## src/rtl/mult_div_unit.sv

```systemverilog
// Iterative 32-bit multiply/divide unit: shift-add multiply and restoring divide,
// 32 iterations plus a sign-fix cycle, result held in registered HI/LO.
module mult_div_unit (
   input  logic        clock,
   input  logic        reset_n,
   input  logic        start,
   input  logic [1:0]  op,
   input  logic [31:0] a,
   input  logic [31:0] b,
   output logic        busy,
   output logic        done,
   output logic [31:0] hi,
   output logic [31:0] lo
);

   typedef enum logic [1:0] {
      S_IDLE = 2'd0,
      S_CALC = 2'd1,
      S_FIX  = 2'd2,
      S_DONE = 2'd3
   } state_t;

   function automatic logic [31:0] neg32(input logic [31:0] v);
      return (~v) + 32'd1;
   endfunction

   function automatic logic [63:0] neg64(input logic [63:0] v);
      return (~v) + 64'd1;
   endfunction

   state_t      state_q, state_d;
   logic        busy_q, busy_d;
   logic        done_q, done_d;
   logic [31:0] hi_q, hi_d;
   logic [31:0] lo_q, lo_d;
   logic [4:0]  cnt_q, cnt_d;
   logic        is_div_q, is_div_d;
   logic        sign_q, sign_d;
   logic        rsign_q, rsign_d;
   logic        dz_q, dz_d;
   logic [31:0] a_raw_q, a_raw_d;
   logic [31:0] opnd_q, opnd_d;
   logic [63:0] acc_q, acc_d;

   logic        signed_op_s;
   logic [31:0] a_mag_s;
   logic [31:0] b_mag_s;
   logic [32:0] mul_sum_s;
   logic [32:0] rem_sh_s;
   logic [32:0] trial_s;
   logic        ge_s;
   logic [63:0] mul_step_s;
   logic [63:0] div_step_s;
   logic [63:0] prod_fix_s;
   logic [31:0] quo_fix_s;
   logic [31:0] rem_fix_s;

   assign signed_op_s = ~op[0];
   assign a_mag_s     = (signed_op_s && a[31]) ? neg32(a) : a;
   assign b_mag_s     = (signed_op_s && b[31]) ? neg32(b) : b;

   // Multiply step: conditionally add multiplicand to the upper half, then shift right.
   assign mul_sum_s  = acc_q[0] ? ({1'b0, acc_q[63:32]} + {1'b0, opnd_q})
                                : {1'b0, acc_q[63:32]};
   assign mul_step_s = {mul_sum_s, acc_q[31:1]};

   // Restoring step: the shifted remainder can reach 33 bits, so compare on 33 bits.
   assign rem_sh_s   = acc_q[63:31];
   assign trial_s    = rem_sh_s - {1'b0, opnd_q};
   assign ge_s       = rem_sh_s[32] | ~trial_s[32];
   assign div_step_s = ge_s ? {trial_s[31:0], acc_q[30:0], 1'b1}
                            : {rem_sh_s[31:0], acc_q[30:0], 1'b0};

   assign prod_fix_s = sign_q  ? neg64(acc_q)        : acc_q;
   assign quo_fix_s  = sign_q  ? neg32(acc_q[31:0])  : acc_q[31:0];
   assign rem_fix_s  = rsign_q ? neg32(acc_q[63:32]) : acc_q[63:32];

   // Next-state and datapath selection for the whole unit.
   always_comb begin
      state_d  = state_q;
      busy_d   = busy_q;
      done_d   = 1'b0;
      hi_d     = hi_q;
      lo_d     = lo_q;
      cnt_d    = cnt_q;
      is_div_d = is_div_q;
      sign_d   = sign_q;
      rsign_d  = rsign_q;
      dz_d     = dz_q;
      a_raw_d  = a_raw_q;
      opnd_d   = opnd_q;
      acc_d    = acc_q;
      case (state_q)
         S_IDLE, S_DONE: begin
            if (start) begin
               is_div_d = op[1];
               sign_d   = signed_op_s & (a[31] ^ b[31]);
               rsign_d  = signed_op_s & a[31];
               dz_d     = (b == 32'd0);
               a_raw_d  = a;
               opnd_d   = op[1] ? b_mag_s : a_mag_s;
               acc_d    = {32'd0, (op[1] ? a_mag_s : b_mag_s)};
               cnt_d    = 5'd0;
               busy_d   = 1'b1;
               state_d  = S_CALC;
            end else begin
               busy_d   = 1'b0;
               state_d  = S_IDLE;
            end
         end
         S_CALC: begin
            acc_d = is_div_q ? div_step_s : mul_step_s;
            cnt_d = cnt_q + 5'd1;
            if (cnt_q == 5'd31) begin
               state_d = S_FIX;
            end else begin
               state_d = S_CALC;
            end
         end
         S_FIX: begin
            if (!is_div_q) begin
               hi_d = prod_fix_s[63:32];
               lo_d = prod_fix_s[31:0];
            end else if (dz_q) begin
               hi_d = a_raw_q;
               lo_d = 32'hFFFF_FFFF;
            end else begin
               hi_d = rem_fix_s;
               lo_d = quo_fix_s;
            end
            done_d  = 1'b1;
            busy_d  = 1'b0;
            state_d = S_DONE;
         end
         default: begin
            busy_d  = 1'b0;
            state_d = S_IDLE;
         end
      endcase
   end

   // State and result registers; reset discards any in-flight operation.
   always_ff @(posedge clock or negedge reset_n) begin
      if (!reset_n) begin
         state_q  <= S_IDLE;
         busy_q   <= 1'b0;
         done_q   <= 1'b0;
         hi_q     <= 32'd0;
         lo_q     <= 32'd0;
         cnt_q    <= 5'd0;
         is_div_q <= 1'b0;
         sign_q   <= 1'b0;
         rsign_q  <= 1'b0;
         dz_q     <= 1'b0;
         a_raw_q  <= 32'd0;
         opnd_q   <= 32'd0;
         acc_q    <= 64'd0;
      end else begin
         state_q  <= state_d;
         busy_q   <= busy_d;
         done_q   <= done_d;
         hi_q     <= hi_d;
         lo_q     <= lo_d;
         cnt_q    <= cnt_d;
         is_div_q <= is_div_d;
         sign_q   <= sign_d;
         rsign_q  <= rsign_d;
         dz_q     <= dz_d;
         a_raw_q  <= a_raw_d;
         opnd_q   <= opnd_d;
         acc_q    <= acc_d;
      end
   end

   assign busy = busy_q;
   assign done = done_q;
   assign hi   = hi_q;
   assign lo   = lo_q;

endmodule

```

## config.mk

```make
export PLATFORM = sky130hd
export DESIGN_NAME = mult_div_unit
export DESIGN_NICKNAME = d
export VERILOG_FILES = /design/src/rtl/mult_div_unit.sv
export SDC_FILE = /design/constraint.sdc
export NUM_CORES = 1
export LEC_CHECK = 0
export CELL_PAD_IN_SITES_DETAIL_PLACEMENT = 1
export CELL_PAD_IN_SITES_GLOBAL_PLACEMENT = 2
export CORE_MARGIN = 2
export CORE_UTILIZATION = 36
export CTS_CLUSTER_SIZE = 25
export DETAILED_ROUTE_END_ITERATION = 12
export PLACE_DENSITY_LB_ADDON = 0.1
export RECOVER_POWER = 50
export REMOVE_ABC_BUFFERS = 1
export SLEW_MARGIN = 10
export SYNTH_ARGS = -nofsm -noshare
export SYNTH_HDL_FRONTEND = slang
export SYNTH_SLANG_ARGS = --single-unit
```

## constraint.sdc

```tcl
create_clock -name clock -period 3.5 [get_ports clock]
set_input_delay 0.7 -clock clock [delete_from_list [all_inputs] [get_ports clock]]
set_output_delay 0.7 -clock clock [all_outputs]
set_load 0.01 [all_outputs]
```

# Word-level counts from Yosys, hierarchy flattened
# Cells that the tools add are included.
dict set report word_totals {
  ff_bits 205
  in_bits 69
}
dict set report classes {
  n_addsub 8
  n_eq_ne 5
  mux 24
  n_bitwise 11
  reduce_logical 9
}
# operator n
set op_table {}
lappend op_table {{$mux W32} 10}
lappend op_table {{$mux W64} 4}
lappend op_table {{$add A32 B1 Y32 const B} 4}
lappend op_table {{$not A32 Y32} 4}
lappend op_table {{$pmux W64 S2} 1}
lappend op_table {{$add A64 B1 Y64 const B} 1}
lappend op_table {{$not A64 Y64} 1}
lappend op_table {{$add A32 B32 Y33} 1}
lappend op_table {{$mux W33} 1}
lappend op_table {{$sub A33 B32 Y33} 1}
lappend op_table {{$logic_not A32 Y1} 1}
lappend op_table {{$pmux W5 S2} 1}
lappend op_table {{$pmux W2 S3} 1}
lappend op_table {{$add A5 B1 Y5 const B} 1}
lappend op_table {{$eq A5 B5 Y1 const B} 1}
lappend op_table {{$mux W5} 1}
lappend op_table {{$eq A2 B2 Y1 const B} 2}
lappend op_table {{$reduce_and A2 Y1} 2}
lappend op_table {{$reduce_bool A2 Y1} 2}
lappend op_table {{$mux W1} 3}
lappend op_table {{$and A1 B1 Y1} 2}
lappend op_table {{$eq A2 B1 Y1 const B} 1}
lappend op_table {{$logic_and A1 B1 Y1} 2}
lappend op_table {{$logic_not A2 Y1} 1}
lappend op_table {{other kinds (7)} 8}

# Longest topological paths before layout
# Gate-level depths: netlist of run 1.
dict set report depth {
  word_depth 6
  mapped_depth 14
  depth_no_buf 12
}

# Worst setup path before layout of run 1
# Ideal clock, no wire load.
dict set report synth_timing {
  path_kind {in2reg}
  start {input port b[0]}
  end {register opnd_q[30]}
  setup_time_ns 0.118
  arrival_ns 2.953
  t_required_ns 3.382
  slack_ns 0.429
  cell_stages 11
  path_buffers 0
  path_cell_list {inv_1 ha_1 or3b_2 nor4_1 nand2_1 nor4_2 nand3b_1 nand2_1 xor2_1 o22ai_1 a21o_1}
}
dict set report synth_between {
  elab_chain_cells 4
}
# element line
set synth_lines {}
lappend synth_lines {{start, declared} 9} ;# input logic [31:0] b,
lappend synth_lines {{$not A32 Y32} 24} ;# return (~v) + 32'd1;
lappend synth_lines {{$add A32 B1 Y32} 24}
lappend synth_lines {{$mux W32} 60} ;# assign b_mag_s = (signed_op_s && b[31]) ? neg32(b) : b;
lappend synth_lines {{$mux W32} 101} ;# opnd_d = op[1] ? b_mag_s : a_mag_s;
lappend synth_lines {{end signal, assigned} 170} ;# opnd_q <= opnd_d;
lappend synth_lines {{end, declared} 42} ;# logic [31:0] opnd_q, opnd_d;
# No other way between the ends.
# A chain may end at the register's enable or synchronous reset.

# Final worst setup path of run 1
dict set report layout_timing {
  start {register opnd_q[1]}
  end {register acc_q[60]}
}
dict set report layout_between {
  elab_chain_cells 6
  elab_cells_between_ends 8
}
# element line
set layout_lines {}
lappend layout_lines {{$sub A33 B32 Y33} 69} ;# assign trial_s = rem_sh_s - {1'b0, opnd_q};
lappend layout_lines {{$not A1 Y1} 70} ;# assign ge_s = rem_sh_s[32] | ~trial_s[32];
lappend layout_lines {{$or A1 B1 Y1} 70}
lappend layout_lines {{$mux W64} 71} ;# assign div_step_s = ge_s ? {trial_s[31:0], acc_q[30:0], 1'b1}
lappend layout_lines {{$mux W64 *} 112} ;# acc_d = is_div_q ? div_step_s : mul_step_s;
lappend layout_lines {{$pmux W64 S2 *} 93} ;# case (state_q)
lappend layout_lines {{end signal, assigned} 157} ;# acc_q <= 64'd0;
lappend layout_lines {{end signal, assigned} 171} ;# acc_q <= acc_d;
lappend layout_lines {{end, declared} 43} ;# logic [63:0] acc_q, acc_d;
# Mark *: on every way between the ends. The rest lies on a longest branch, timed or not.

==> metrics.sh, run 1 <==
CTSHOLDBUFFERS=0
CTS_HTREE_LEVELS=1
VDD_IR_DROP_MAX_mV=0.3606
HOLD_CLASS='reg -> reg'
TIMING.FINAL.WS_SETUP_NS=0.1095
CRITICAL_PATH_REQUIRED_NS=3.92
FINALWIRELENGTH_UM=67900
GRT_START_MAX_NET_PINS=90
FINAL_PERIOD_MINUS_WORST_SETUP_SLACK_NS=3.391
CRITICAL_PATH_CLASS='reg -> reg'
POWER.STATIC_LEAKAGE_uW=0.008491
GRT_ANTENNA_BEFORE_REPAIR=0
STATUS='complete, but fails checks'
WL_PER_CELL_UM=23.58
DETAILEDPLACEMENTHPWL_UM=51850
DRT-INITIAL-DRC-COUNT=1148
CRIT_PATH_MAX_FANOUT=3
PIN_COUNT=135
CLOCK_INSERTION_DELAY_WORST_SKEW_NS=0.57
GRT_PASS1_WL_UM=103700
LAYOUT.FILLER_CELLS=5500
FINAL_HOLD_SLACK_NS=0.4915
FIN_SKEW_NS=0.01964
CLOCKROOTBUFFER='clkbuf_16'
DIE_AREA_UM2=48560
GRT_UTIL_ALL_LAYERS_PCT=27.85
ANTENNA-DIODE-COUNT=0
SEQUENTIAL_CELL_AREA_FRACTION_IN_THE_YOSYS_REPORT_PCT=30.44
POST_SYNTH.CELL_AREA_AVG_UM2=8.079
FINAL-SETUP-VIOL-COUNT=0
SYNTH.AREA.TOP_CELLS='dfrtp_1, a21oi_1, ha_1'
WORST-SLEW-PIN-TRANSITION_NS=2.315
WORSTSETUPENDPOINTTYPE='register'
ROWS=79
TIMING.FINAL.MAX_SLEW_VIOLATIONS=159
PLACEABLECOREAREA_UM2=46360
MAX_CLOCK_FREQ_GHz=0.2949
REMAINING_DRC_ERRORS=0
VIOLATIONS='capacitance limit, slew limit'
POST-SYNTH-TOP-AREA-CELL='dfrtp_1'
DETAILEDPLACE.WORSTSLACK_NS=-0.2503
P_PER_AREA_nW_PER_UM2=975.1
CLK_TRANSITION_REPORTED_PATHS_NS=0.06
WORSTSETUPSTARTPOINTTYPE='register'
YOSYS.CELL_TYPES.COUNT=81
RSZ0062_AT_GRT='false'
FINISH.UTILIZATION_PCT=44.24
DR_TOTAL_VIAS=16880
TRITONCTS='yes'
DRIVE_ABOVE_1_SHARE_PCT=12.67
FLOORPLAN.INITIALDENSITY_PCT=36.35
WORST_SLEW_MARGIN_REL_PCT=-54.31
BUFFER_PORTS.INSERTED=134
FIN_NETS=2401
NUMBER_OF_GLOBAL_ROUTE_VIAS_BEFORE_REPAIR=17140
POST_SYNTH_INSTANCE_AREA_UM2=16850
TRITONCTS_NUM_SINKS=205
VIAS_PER_CELL=5.862
WORSTPATHARRIVAL_NS=3.81
GRT_OVERFLOW_TOTAL=0
FLOORPLAN.DIE.HEIGHT_UM=220.4
GP_CONGESTION=0.9283
REPORT.FINAL.HOLD_VIOL_COUNT=0
SYNTHESIS.YOSYS.WARNINGS=0
CLOCKBUFFERDEPTH=3
CTS_BUFFER_COUNT=27
FP.DIEW_UM=220.4
SYNTH.FF_LATCH_COUNT=205
MIN_PERIOD_OVER_PERIOD_PCT=96.87
TOTAL_POWER_AFTER_LAYOUT_uW=20000
MAXCAPVIOLCOUNT=2
LAYOUT-AREA-OVERHEAD-VS-SYNTH_PCT=21.70
NUMBER_OF_SYNTHESIZED_FLOPS_WITH_AN_ENABLE_PIN=0
NETLIST.AREA_LEADER.SHARE_PCT=30.44
NUMBER_OF_DETAILED_ROUTING_ITERATIONS_RUN_BEFORE_ANTENNA_REPAIR=6
ANT_NETS=0
POSTSYNTH.TOPFLOPCELL='dfrtp_1'
NETLIST_INSTANCES=2086
SYNTHARSTFLOPSHARE_PCT=100.0
report_power, final:
part	total (µW)	internal, µW	switching, µW
sequential	4820	3380	1440
combinational	12200	5200	7030
clock	2960	1800	1160
stage by stage:
stage                     setup TNS (ns)  std cells  instance area [µm²]
after floorplan                   -95.45       1946                16310
after global placement           -0.8383       2835                19610
after detailed placement          -2.231       2835                19610
after CTS                              0       2880                20520
after global routing                   0       2880                20510
final                                  0       2880                20510
path summary, 6_finish.rpt:
path	cells past startpoint	from	endpoint	slack, ns
setup / recovery	11	opnd_q[1]$_DFFE_PN0P_	acc_q[60]$_DFFE_PN0P_	0.11
setup reg to reg	11	opnd_q[1]$_DFFE_PN0P_	acc_q[60]$_DFFE_PN0P_	0.11
max in group asynchronous	2	reset_n	lo[20]$_DFFE_PN0P_	0.75
hold reg to reg	2	cnt_q[4]$_DFFE_PN0P_	cnt_q[4]$_DFFE_PN0P_	0.49
min in group asynchronous	1	reset_n	hi[4]$_DFFE_PN0P_	0.78
hold / removal	2	cnt_q[4]$_DFFE_PN0P_	cnt_q[4]$_DFFE_PN0P_	0.49
cell type report:
cell class / count / area (µm²) / share of cell area (%)
clock inverter: 8 / 145.1 / 0.7077
inverter: 78 / 296.5 / 1.446
clock buffer: 37 / 763.2 / 3.721
tap: 607 / 759.5 / 3.703
timing repair buffer: 282 / 2462 / 12.01
multi-input combinational: 1663 / 10950 / 53.37
sequential: 205 / 5136 / 25.04
kinds of logic (layout without fill, tap and decap cells):
logic type      Yosys count  after routing  synth area share (%)
xor+xnor                197            197                 10.24
compound gates          659            659                 24.34
mux                     102            102                 6.467
flops                   205            205                 30.44
buf+inv                 218            405                 4.937
fa+ha+maj                75             75                 5.657
simple gates            630            630                 17.92
sequential cells by signal, summed over array words and instances, names as in the netlist, 2 cells and up:
signal   count
acc_q       64
hi          32
state_q      2
opnd_q      32
lo          32
a_raw_q     32
cnt_q        5
layout by cell type (no fill, tap or decap), drive strengths merged, types with 36 or more instances in the layout:
cell	n
nand2	206
o21ai	166
xor2	96
mux2i	47
mux2	55
nor3	38
buf	140
clkbuf	47
clkdlybuf4s50	130
nor2	185
dfrtp	205
inv	76
a21oi	221
ha	73
nand3	36
xnor2	101
repair_timing:
item	4_1_cts	5_1_grt
endpoints found under the setup margin	0	34
setup buffers	0	0
endpoints found under the hold margin	0	0
gates resized for setup	0	13
critical path, stage by stage (launching register included):
cell	delay [ns]
dfrtp_1	0.38
buf_4	0.16
ha_1	0.31
a211oi_1	0.30
o21bai_1	0.15
and4_1	0.24
or2_2	0.35
a31oi_1	0.36
o21ai_0	0.34
a21oi_1	0.25
xnor2_1	0.10
a211o_1	0.32
metal layers:
layer | routed length, µm | global-route usage (%)
met1 | 30720 | 37.98
met2 | 31710 | 45.73
met3 | 2415 | 2.186
met4 | 3062 | 11.07
met5 | 0 | 0
synth_stat cells, types with 36 or more instances:
cell type and n:
mux2_2 55, nor2_1 185, nor3_1 37, ha_1 73, inv_1 77, nand2_1 205, clkbuf_1 124, xor2_1 96
o21ai_0 161, a21oi_1 221, mux2i_1 47, xnor2_1 101, nand3_1 36, dfrtp_1 205
No activity file was read; power rests on OpenSTA's default activity.
==> run 2: changes to the inputs <==
--- a/config.mk
+++ b/config.mk
@@ -8,12 +8,14 @@
 export CELL_PAD_IN_SITES_DETAIL_PLACEMENT = 1
 export CELL_PAD_IN_SITES_GLOBAL_PLACEMENT = 2
 export CORE_MARGIN = 2
-export CORE_UTILIZATION = 36
+export CORE_UTILIZATION = 25
 export CTS_CLUSTER_SIZE = 25
 export DETAILED_ROUTE_END_ITERATION = 12
+export GPL_TIMING_DRIVEN = 0
 export PLACE_DENSITY_LB_ADDON = 0.1
 export RECOVER_POWER = 50
 export REMOVE_ABC_BUFFERS = 1
+export SKIP_LAST_GASP = 1
 export SLEW_MARGIN = 10
 export SYNTH_ARGS = -nofsm -noshare
 export SYNTH_HDL_FRONTEND = slang
==> run 2 against run 1 <==
The flow still finishes with violations (capacitance limit, slew limit). Sequential power is 5.4% higher. Worst setup slack got worse by 0.057 ns. Die area rose by 43%. Core utilization is 13 points lower. Sequential cell count did not move. Sequential share of layout area about the same. Maximum frequency down 1.6%. Clock-buffer cell count increased by 4. Combinational power about the same. Critical endpoint is now acc_q[32]$_DFFE_PN0P_. Largest power group unchanged.
==> metrics.sh, run 2 (synthesis results as in run 1) <==
STATUS='complete, but fails checks'
VIOLATIONS='capacitance limit, slew limit'
DRT-INITIAL-DRC-COUNT=782
WORSTSETUPSTARTPOINTTYPE='register'
FP.DIEW_UM=263.6
HOLD_CLASS='reg -> reg'
TOTAL_POWER_AFTER_LAYOUT_uW=20420
WL_PER_CELL_UM=23.70
CRIT_PATH_MAX_FANOUT=30
VDD_IR_DROP_MAX_mV=0.8757
REPORT.FINAL.HOLD_VIOL_COUNT=0
WORSTSETUPENDPOINTTYPE='register'
LAYOUT.FILLER_CELLS=7822
MAXCAPVIOLCOUNT=1
LAYOUT_COMMONEST_CELL='a21oi_1'
NUMBER_OF_DETAILED_ROUTING_ITERATIONS_RUN_BEFORE_ANTENNA_REPAIR=5
CLOCKROOTBUFFER='clkbuf_16'
CRITICAL_PATH_CLASS='reg -> reg'
DETAILEDPLACEMENTHPWL_UM=53180
FIN_SKEW_NS=0.01841
FLOORPLAN.DIE.HEIGHT_UM=263.6
MIN_PERIOD_OVER_PERIOD_PCT=98.50
FINAL-SETUP-VIOL-COUNT=0
NUMBER_OF_GLOBAL_ROUTE_VIAS_BEFORE_REPAIR=16390
LARGEST_REGISTER_FFS=64
TRITONCTS='yes'
CLOCK_INSERTION_DELAY_WORST_SKEW_NS=0.58
MULTI_INPUT_AREA_UM2=11230
GRT_PASS1_WL_UM=107700
PIN_COUNT=135
FINISH.UTILIZATION_PCT=30.80
PLACEABLECOREAREA_UM2=66920
TIMING.RR.START='acc_q[31]$_DFFE_PN0P_'
POWER.STATIC_LEAKAGE_uW=0.008152
HOLDCRITSTARTPOINT='cnt_q[4]$_DFFE_PN0P_'
CPMAXSTAGEDELAYCELL='dfrtp_2'
ANT_NETS=0
FIN_NETS=2292
CRIT_PATH_MAX_INCR_DELAY_NS=0.44
BUFFER_PORTS.INSERTED=134
WORST_SLEW_MARGIN_REL_PCT=-16.99
CTSHOLDBUFFERS=0
ANTENNA-DIODE-COUNT=0
CRITICAL_PATH_REQUIRED_NS=3.93
DR_TOTAL_VIAS=16140
CTS_BUFFER_COUNT=28
MAX_CLOCK_FREQ_GHz=0.2901
GRT_OVERFLOW_TOTAL=0
CLOCKBUFFERDEPTH=3
GRT_START_MAX_NET_PINS=96
WORST_SETUP_PATH_STARTPOINT='acc_q[31]$_DFFE_PN0P_'
TRITONCTS_NUM_SINKS=205
ROWS=95
GRT_ANTENNA_BEFORE_REPAIR=1
WORSTPATHARRIVAL_NS=3.88
FLOORPLAN.INITIALDENSITY_PCT=25.18
COMBINED_FLIP_FLOP_AND_LATCH_CELL_AREA_UM2=5152
WORST-SLEW-PIN-TRANSITION_NS=1.755
RSZ0062_AT_GRT='true'
GRT_UTIL_ALL_LAYERS_PCT=20.22
FINALWIRELENGTH_UM=72100
FINAL_CELL_MIX='a21oi_1, nand2_1, dfrtp_1'
CLK_TRANSITION_REPORTED_PATHS_NS=0.06
GP_CONGESTION=0.8252
WORST_PATH_MOST_REPEATED_CELL='a21oi_2'
VIAS_PER_CELL=5.307
LAYOUT-AREA-OVERHEAD-VS-SYNTH_PCT=22.31
CTS_HTREE_LEVELS=1
P_PER_AREA_nW_PER_UM2=990.9
FINAL_PERIOD_MINUS_WORST_SETUP_SLACK_NS=3.447
DIE_AREA_UM2=69500
CP_CELL_SEQUENCE='inv_1, ha_2, fa_2, nand2b_1, a21oi_2, o211ai_1, a21oi_2, buf_4, a31oi_2, o21a_2, buf_12, nor2_1, a21oi_1, o221ai_1'
REMAINING_DRC_ERRORS=0
LARGEST-REGISTER='acc_q'
DRIVE_ABOVE_1_SHARE_PCT=10.93
TIMING.FINAL.MAX_SLEW_VIOLATIONS=59
## run 2: changes by cell type in the layout (fill, tap and decap cells not counted), moves of 5 or more
cell | before | now
nand2_1 | 205 | 200
dlygate4sd3_1 | 2 | 9
clkbuf_2 | 6 | 1
buf_12 | 4 | 10
ha_2 | 0 | 5
buf_4 | 134 | 22
dfrtp_2 | 2 | 12
nor2_1 | 185 | 180
dfrtp_1 | 202 | 191
clkdlybuf4s50_1 | 130 | 123
ha_1 | 73 | 66
## run 2: final timing paths
| check | slack (ns) | endpoint | cells past startpoint |
|---|---|---|---|
| worst max-delay path | 0.05 | acc_q[32]$_DFFE_PN0P_ | 14 |
| worst min-delay path | 0.47 | cnt_q[4]$_DFFE_PN0P_ | 2 |
| min in group asynchronous | 0.55 | acc_q[35]$_DFFE_PN0P_ | 1 |
| worst max register to register | 0.05 | acc_q[32]$_DFFE_PN0P_ | 14 |
| worst min register to register | 0.47 | cnt_q[4]$_DFFE_PN0P_ | 2 |
| max in group asynchronous | 0.71 | sign_q$_DFFE_PN0P_ | 3 |
## run 2: cell type report
cell class / instances / area share, %
Multi-Input combinational cell: 1665 / 54.49
Tap cell: 873 / 5.299
Inverter: 78 / 1.475
Clock inverter: 10 / 0.8802
Clock buffer: 41 / 4.079
Sequential cell: 205 / 25.00
Timing Repair Buffer: 170 / 8.784
## run 2: metrics by stage
step / cells / setup WS (ns) / cell area, µm² / hold slack (ns) / setup TNS [ns]
after detailed placement: 2966 / -1.410 / 19120 / 0.4664 / -57.32
after floorplan: 1946 / -2.043 / 16310 / 0.4044 / -95.45
final: 3042 / 0.05265 / 20610 / 0.4721 / 0
after CTS: 3033 / 0.001639 / 20460 / 0.04812 / 0
after global routing: 3042 / -0.05879 / 20610 / 0.5082 / -0.1889
after global placement: 2953 / -8.593 / 18750 / 0.4674 / -2411.61
## run 2: critical path, delay by kind of cell (launching register included)
family | cells | cell delay, ns
AOI/OAI and AO/OA | 7 | 1.56
adders and majority gates | 2 | 0.50
buffers and inverters | 3 | 0.54
DFF | 1 | 0.44
and+or+nand+nor | 2 | 0.22
## run 2: where the power goes
group | switching, µW | internal (µW)
Sequential | 1690 | 3380
Clock | 1230 | 2020
Combinational | 7000 | 5100
## run 2: timing repair
item	in CTS	in global routing
setup buffers	14	8
setup endpoints to repair	71	41
pin swaps	8	10
gates resized for setup	42	24
gates cloned	2	1
## run 2: layer usage
metal / up-vias / share of wire [%] / global-route usage [%]
met3: 58 / 2.9 / 1.946
met1: 8179 / 49 / 29.17
met4: 0 / 2.2 / 4.278
met2: 263 / 46 / 32.61
li1: 7643 / - / -
met5: - / 0 / 0
==> run 3: changes to the inputs <==
--- a/config.mk
+++ b/config.mk
@@ -15,7 +15,6 @@
 export PLACE_DENSITY_LB_ADDON = 0.1
 export RECOVER_POWER = 50
 export REMOVE_ABC_BUFFERS = 1
-export SKIP_LAST_GASP = 1
 export SLEW_MARGIN = 10
 export SYNTH_ARGS = -nofsm -noshare
 export SYNTH_HDL_FRONTEND = slang
==> run 3 against run 2 <==
The run still ends with capacitance limit, slew limit left. Die area stayed put. Cell area hardly changed. First-iteration DRC count is 0.64% lower. Critical path depth is 4 lower. Sequential cell count stayed put. Non-clock buffer count stayed put. Register-to-register slack better by 0.11 ns. Routed wire length hardly changed. Maximum frequency is 2.3% higher. Critical path type is now in -> reg. Largest power group unchanged.
==> metrics.sh, run 3 (synthesis results as in run 1) <==
PLACEABLECOREAREA_UM2=66920
TRITONCTS='yes'
CRITICAL_PATH_CLASS='in -> reg'
WORST_SETUP_PATH_STARTPOINT='b[0]'
VDD_IR_DROP_MAX_mV=0.8732
NUMBER_OF_GLOBAL_ROUTE_VIAS_BEFORE_REPAIR=16390
CLOCKBUFFERDEPTH=3
MIN_PERIOD_OVER_PERIOD_PCT=96.32
POWER_FRAC_CLOCK_PCT=15.9
WORST_SLEW_MARGIN_REL_PCT=-16.64
TIMING.RR.START='acc_q[31]$_DFFE_PN0P_'
ANT_NETS=0
LARGEST-REGISTER='acc_q'
FIN_NETS=2292
FP.DIEW_UM=263.6
WL_PER_CELL_UM=23.70
GRT_OVERFLOW_TOTAL=0
MAXCAPVIOLCOUNT=1
REG_TO_REG_END='acc_q[34]$_DFFE_PN0P_'
POWER.COMBINATIONAL.FRACTION_PCT=59.2
CLOCK_INSERTION_DELAY_WORST_SKEW_NS=0.58
WORSTSETUPENDPOINTTYPE='register'
RRSETUPSLACK_NS=0.16
STATUS='complete, but fails checks'
CRIT_PATH_MAX_FANOUT=5
VIOLATIONS='capacitance limit, slew limit'
CTS_HTREE_LEVELS=1
FIN_SKEW_NS=0.01983
GRT_UTIL_ALL_LAYERS_PCT=20.22
FIN_SETUP_TNS_NS=0
WORST_SETUP_PATH_ENDPOINT='acc_q[27]$_DFFE_PN0P_'
CRITICAL_PATH_REQUIRED_NS=3.96
REMAINING_DRC_ERRORS=0
DRT-INITIAL-DRC-COUNT=777
DETAILEDPLACEMENTHPWL_UM=53180
FINAL_CELL_MIX='a21oi_1, nand2_1, dfrtp_1'
VIAS_PER_CELL=5.285
INTPOWER_uW=10500
NUMBER_OF_DETAILED_ROUTING_ITERATIONS_RUN_BEFORE_ANTENNA_REPAIR=5
LAYOUT.FILLER_CELLS=7822
POWER.NET_SWITCHING_uW=9923
TRITONCTS_NUM_SINKS=205
HOLD_DEPTH=2
POWER_SWITCHING_SHARE_PCT=48.59
MAX_CLOCK_FREQ_GHz=0.2966
REPORT.FINAL.HOLD_VIOL_COUNT=0
DIE_AREA_UM2=69500
DR_TOTAL_VIAS=16080
WORSTPATHARRIVAL_NS=3.83
FLOORPLAN.INITIALDENSITY_PCT=25.18
R2R_CELLS=15
PIN_COUNT=135
FLOORPLAN.DIE.HEIGHT_UM=263.6
CLOCKROOTBUFFER='clkbuf_16'
WORST-SLEW-PIN-TRANSITION_NS=1.750
WORSTSETUPSTARTPOINTTYPE='primary input'
BUFFER_PORTS.INSERTED=134
DETAILEDPLACE.WORSTSLACK_NS=-1.410
P_PER_AREA_nW_PER_UM2=990.0
DRIVE_ABOVE_1_SHARE_PCT=11.02
PLACEMENT.CELL_AREA_UM2=19120
TIMING.FINAL.WS_SETUP_NS=0.1288
ANTENNA-DIODE-COUNT=0
LARGEST_REGISTER_FFS=64
FINAL_PERIOD_MINUS_WORST_SETUP_SLACK_NS=3.371
HOLD_CLASS='reg -> reg'
FINAL-SETUP-VIOL-COUNT=0
TIMING.FINAL.MAX_SLEW_VIOLATIONS=59
POWER.STATIC_LEAKAGE_uW=0.008156
GRT_PASS1_WL_UM=107700
CTSHOLDBUFFERS=0
GRT_START_MAX_NET_PINS=96
GP_CONGESTION=0.8252
LAYOUT-AREA-OVERHEAD-VS-SYNTH_PCT=22.40
ROWS=95
CTS_BUFFER_COUNT=28
FINALWIRELENGTH_UM=72080
LAYOUT_COMMONEST_CELL='a21oi_1'
FINISH.INSTANCE_AREA_UM2=20630
CLK_TRANSITION_REPORTED_PATHS_NS=0.06
POWER_FRAC_SEQ_PCT=24.9
GRT_ANTENNA_BEFORE_REPAIR=1
## run 3: area by class of cell
cell class / instances / area (µm²) / share of cell area [%]
clock buffer: 41 / 840.8 / 4.076
sequential: 205 / 5152 / 24.98
clock inverter: 10 / 181.4 / 0.8795
timing repair buffer: 170 / 1810 / 8.777
inverter: 78 / 304.0 / 1.474
tap: 873 / 1092 / 5.295
multi-input combinational: 1665 / 11250 / 54.52
## run 3: timing repair
action	in CTS	in global routing
buffers inserted	14	8
cloned	2	1
gates resized for setup	42	28
hold endpoints to repair	0	0
setup endpoints to repair	71	41
pin swaps	8	10
## run 3: worst min path at each step
stage / from / end / slack (ns)
global route: cnt_q[4]$_DFFE_PN0P_ / cnt_q[4]$_DFFE_PN0P_ / 0.51
finish: cnt_q[4]$_DFFE_PN0P_ / cnt_q[4]$_DFFE_PN0P_ / 0.47
global placement: cnt_q[4]$_DFFE_PN0P_ / cnt_q[4]$_DFFE_PN0P_ / 0.47
CTS: reset_n / acc_q[35]$_DFFE_PN0P_ / 0.05
detailed placement: cnt_q[4]$_DFFE_PN0P_ / cnt_q[4]$_DFFE_PN0P_ / 0.47
floorplan: reset_n / a_raw_q[0]$_DFFE_PN0P_ / 0.40
## run 3: power groups by stage
| stage | Combinational (µW) | Clock [µW] | Sequential (µW) |
|---|---|---|---|
| 6_report | 12100 | 3250 | 5080 |
| 3_5_place_dp | 11500 | 0 | 5160 |
| 4_1_cts | 11900 | 3360 | 5120 |
| 2_1_floorplan | 7490 | 0 | 4580 |
| 3_3_place_gp | 10900 | 0 | 5430 |
| 5_1_grt | 13400 | 3430 | 5250 |
## run 3: critical path, stage by stage
cell and delay (ns):
clkdlybuf4s50_1 0.49, or4_1 0.66, nor4_4 0.30, nand2_2 0.18, or4_1 0.54, nor3_1 0.18, nor2_1 0.09, xnor2_2 0.23
mux2i_1 0.10, a221o_1 0.34
## run 3: metal layers
metal | vias up | track usage (%) | wire (µm)
li1 | 7638 | - | -
met1 | 8137 | 29.17 | 35300
met2 | 244 | 32.61 | 33080
met3 | 58 | 1.946 | 2128
met4 | 0 | 4.278 | 1571
met5 | - | 0 | 0
## run 3: through the flow
step	instances	hold WS [ns]	total power (µW)	utilization [%]
2_1_floorplan	1946	0.4044	12080	-
3_3_place_gp	2953	0.4674	16320	28.01
3_5_place_dp	2966	0.4664	16650	28.57
4_1_cts	3033	0.04812	20380	30.58
5_1_grt	3042	0.5082	22100	30.82
6_report	3042	0.4721	20420	30.82
